--- src/rtl/cross_arbiter.sv ---
// cross_arbiter: two-requester round-robin arbiter with lock bursts feeding a 3-stage cross-product compare pipeline.
module cross_arbiter (
  input  logic               clk,
  input  logic               reset,
  input  logic               req0,
  input  logic               req1,
  input  logic               lock0,
  input  logic               lock1,
  input  logic signed [10:0] ax0,
  input  logic signed [10:0] ay0,
  input  logic signed [10:0] bx0,
  input  logic signed [10:0] by0,
  input  logic signed [10:0] ax1,
  input  logic signed [10:0] ay1,
  input  logic signed [10:0] bx1,
  input  logic signed [10:0] by1,
  output logic               gnt0,
  output logic               gnt1,
  output logic               rsp_valid0,
  output logic               rsp_valid1,
  output logic               rsp_gt,
  output logic               rsp_eq,
  output logic               busy
);
  logic [1:0] req, lck;
  logic rp, own, own_id, hold, force_o, pick, any;
  logic [3:0] cnt;
  logic v1, t1, v2, t2;
  logic signed [10:0] a_x, a_y, b_x, b_y;
  logic signed [21:0] p_l, p_r;
  assign req = {req1, req0};
  assign lck = {lock1, lock0};
  always_comb begin
    hold    = own && req[own_id] && lck[own_id];
    force_o = hold && cnt >= 4'd8 && req[!own_id];
    pick    = force_o ? !own_id : hold ? own_id : (&req) ? rp : req[1];
    any     = !reset && |req;
    gnt0    = any && !pick;
    gnt1    = any && pick;
    busy    = v1 || v2 || rsp_valid0 || rsp_valid1;
  end
  // A burst counts its entry grant, so 8 owner grants precede the forced one; the count saturates while the other side is idle.
  always_ff @(posedge clk) begin
    if (reset) begin
      rp     <= 1'b0;
      own    <= 1'b0;
      own_id <= 1'b0;
      cnt    <= 4'd0;
    end else if (!any) begin
      own <= 1'b0;
      cnt <= 4'd0;
    end else begin
      rp <= !pick;
      if (force_o) begin
        own <= 1'b0;
        cnt <= 4'd0;
      end else if (hold) begin
        cnt <= (cnt >= 4'd8) ? 4'd8 : cnt + 4'd1;
      end else begin
        own    <= lck[pick];
        own_id <= pick;
        cnt    <= lck[pick] ? 4'd1 : 4'd0;
      end
    end
  end
  always_ff @(posedge clk) begin
    a_x <= pick ? ax1 : ax0;
    a_y <= pick ? ay1 : ay0;
    b_x <= pick ? bx1 : bx0;
    b_y <= pick ? by1 : by0;
    t1  <= pick;
    t2  <= t1;
    p_l <= a_x * b_y;
    p_r <= b_x * a_y;
    if (reset) begin
      v1         <= 1'b0;
      v2         <= 1'b0;
      rsp_valid0 <= 1'b0;
      rsp_valid1 <= 1'b0;
      rsp_gt     <= 1'b0;
      rsp_eq     <= 1'b0;
    end else begin
      v1         <= any;
      v2         <= v1;
      rsp_valid0 <= v2 && !t2;
      rsp_valid1 <= v2 && t2;
      rsp_gt     <= v2 && (p_l > p_r);
      rsp_eq     <= v2 && (p_l == p_r);
    end
  end
endmodule
--- config.mk ---
export PLATFORM = sky130hd
export DESIGN_NAME = cross_arbiter
export DESIGN_NICKNAME = d
export VERILOG_FILES = /design/src/rtl/cross_arbiter.sv
export SDC_FILE = /design/constraint.sdc
export NUM_CORES = 1
export LEC_CHECK = 0
export ABC_AREA = 1
export CORE_ASPECT_RATIO = 1.5
export CORE_MARGIN = 3
export CORE_UTILIZATION = 30
export DETAILED_ROUTE_END_ITERATION = 12
export SLEW_MARGIN = 20
export SYNTH_ARGS = -nofsm -noshare
export SYNTH_HDL_FRONTEND = slang
export SYNTH_SLANG_ARGS = --single-unit
--- constraint.sdc ---
create_clock -name clk -period 4.85 [get_ports clk]
set_input_delay 0.7275 -clock clk [delete_from_list [all_inputs] [get_ports clk]]
set_output_delay 0.7275 -clock clk [all_outputs]
set_load 0.05 [all_outputs]
==> metrics.yaml <==
status: "completed"
cell_area_after_synthesis_mm2: 0.0137
reg2reg_from: "a_x[10]"
routed-via-count: 10807
prevailing_post_synth_register_cell: "dfxtp_1"
post_cts.repair.setup_buffers: 0
die_area_mm2: 0.0484
synth-seq-cells: 103
yosysSeqAreaShare: 0.150
wire_per_inst_um: 13.4
edff_count_synth: 0
hp-start: "t1"
sinks_on_clock_net: 103
fill_cells: 4639
timing_hold_violations_final: 0
post-route-cell-area_mm2: 0.0160
worst_slew_margin_rel: 0.615
final_core_utilization: 0.356
post_synth_num_cell_types: 30
residual_antenna_violating_net_count_after_detailed_routing: 0
globalRouteOverflowTotal: 0
min_period_ns: 4.64
area_of_the_core_mm2: 0.0450
worst_r2r_path_depth: 16
drive_above_1_share: 0.0694
max_cap_viol_count: 0
start_util: 0.305
top_level_ports: 101
hold_slack_ns: 0.333
die_y_um: 268
timing.final.max_slew_violations: 0
io_buffers: 100
worst_margin_slew_ns: 0.572
post_synth_inst_count: 1784
first_pass_grt_wire_length_mm: 56.3
hpwl_mm: 29.1
dr.pass1.iters: 5
clock_tree.root_cell: "clkbuf_16"
cp.required_ns: 5.13
critical_path.endpoint_type: "flip-flop"
timing_worst_setup_path_type: "flip-flop to flip-flop"
grt_antenna_before_repair: 0
first_global_vias: 11757
hold_path_depth: 0
row_count: 95
cts_tree: "yes"
crit_path_start: "a_x[10]"
path_max_fanout: 11
timing.critical_path.arrival_ns: 4.91
clock-skew-final_ns: 0.0205
fmax_mhz: 216
mean_post_synth_cell_area_um2: 7.70
ys_warn_count: 0
clock_tree.htree_level_count: 3
final.setup.tns_ns: 0
maximum_number_of_pins_on_one_net_before_global_route_repair: 47
dr.first_iter.drc_count: 409
drt-total-wl_mm: 33.3
report.final.setup_viol: 0
crit_path_start_kind: "flip-flop"
placement.cell_area_mm2: 0.0156
antennaDiodeCount: 0
final_critical_path_share_of_the_clock_period: 0.956
final_estimated_routing_congestion_in_global_placement: 0.882
floorplan.die.width_um: 181
finish.net_count: 2344
avgViaCountPerCell: 4.35
cts.path.max_buffers: 2
cts_made_buffers: 9
clock_latency_ns: 0.38
synthesis.nets: 2230
area_growth_from_synthesis_to_layout_pct: 16.9
postSynth.asyncResetShare: 0
drc: 0
clkSlewWorstSetupHoldPaths_ns: 0.09
worstHoldPathType: "flip-flop to flip-flop"
grt_use_total: 0.143
[synthesized netlist by cell type (4+ instances only)]
cell type,n,area share
xor2_1,21,0.013
nand2_1,535,0.15
nand3b_1,7,0.0038
xnor2_1,12,0.0077
nand3_1,39,0.014
buf_6,4,0.0033
nand4_1,4,0.0018
nor2_1,71,0.019
o21ai_0,20,0.0073
fa_1,234,0.34
inv_1,493,0.13
buf_12,4,0.0058
ha_1,118,0.11
nor3_1,6,0.0022
or2_2,5,0.0023
clkbuf_1,44,0.012
a21oi_1,44,0.016
dfxtp_1,103,0.15
[per-layer routing]
| metal | GRT usage | part of all wire | vias to the layer above |
|---|---|---|---|
| met5 | 0 | 0 | - |
| met4 | 0.0536 | 0.036 | 0 |
| met3 | 0.0173 | 0.029 | 72 |
| met2 | 0.291 | 0.56 | 222 |
| met1 | 0.149 | 0.37 | 5193 |
| li1 | - | - | 5320 |
[cells by family after synthesis]
logic type,count (synthesis),synth area share
buffers and inverters,548,0.158
XOR/XNOR,33,0.0210
AND/OR/NAND/NOR,676,0.195
flip-flops,103,0.150
AO/OA/AOI/OAI,72,0.0275
adder cells (fa/ha/maj),352,0.449
[worst max-delay path, stage by stage (launching register included)]
cell and delay, ns:
dfxtp_4 0.41, nand2_1 0.14, fa_1 0.56, buf_4 0.18, fa_1 0.47, inv_1 0.05
fa_1 0.46, fa_1 0.49, inv_1 0.05, fa_1 0.47, inv_1 0.04, ha_2 0.38
nand2_1 0.13, nor4_2 0.31, nand2_1 0.08, nand2_1 0.11, xor2_2 0.19
[registers in the layout, indices dropped and copies added, names as in the netlist, 4 cells and up]
| signal | cells |
|---|---|
| p_l | 22 |
| p_r | 22 |
| a_x | 11 |
| a_y | 11 |
| b_x | 11 |
| b_y | 11 |
| cnt | 4 |
[cell usage in the layout (no fill, tap or decap), types with 2 or more instances in the layout]
master and count:
nand2_1 534, inv_1 491, fa_1 233, ha_1 115, clkdlybuf4s50_1 98, dfxtp_1 76
nor2_1 69, buf_4 54, a21oi_1 40, nand3_1 39, dfxtp_2 24, xor2_1 20
o21ai_0 19, xnor2_1 12, clkbuf_16 9, nand3b_1 7, a21oi_2 6, or2_2 5
buf_12 5, nor3_1 4, nand4_1 4, nand3_2 3, nand2_2 3, inv_2 3
dfxtp_4 3, inv_8 3, inv_6 3, nor3_2 2, nor2_2 2, o21ai_1 2
a21o_1 2, nor4_1 2, a31oi_1 2, ha_4 2
[final timing paths]
kind                                 to  slack [ns]
worst min register to register       t2        0.33
worst max-delay path            p_l[18]        0.21
worst min-delay path                 t2        0.33
worst max register to register  p_l[18]        0.21
[metrics by stage]
step                      std cells  setup slack, ns
after global placement         2469           -0.193
after detailed placement       2469           -0.231
after CTS                      2485          0.00376
final                          2485            0.214
after global routing           2485          -0.0117
after floorplan                1784            0.284
[repair_timing]
item | CTS | global route
gates resized for setup | 11 | 37
endpoints found under the setup margin | 8 | 17
hold buffers | 0 | 0
pin swaps | 0 | 2
[final cells by class]
type,count,area [µm²],area share
timing repair buffer,157,1490,0.0926
clock buffer,9,225,0.0140
sequential,103,2100,0.131
inverter,494,1850,0.116
clock inverter,7,68.8,0.00429
multi-input combinational,1133,9580,0.597
tap,582,728,0.0454
Power is left out: the tool's default activity adds up to more than one toggle a clock period on the data nets, which glitch-free logic cannot reach.
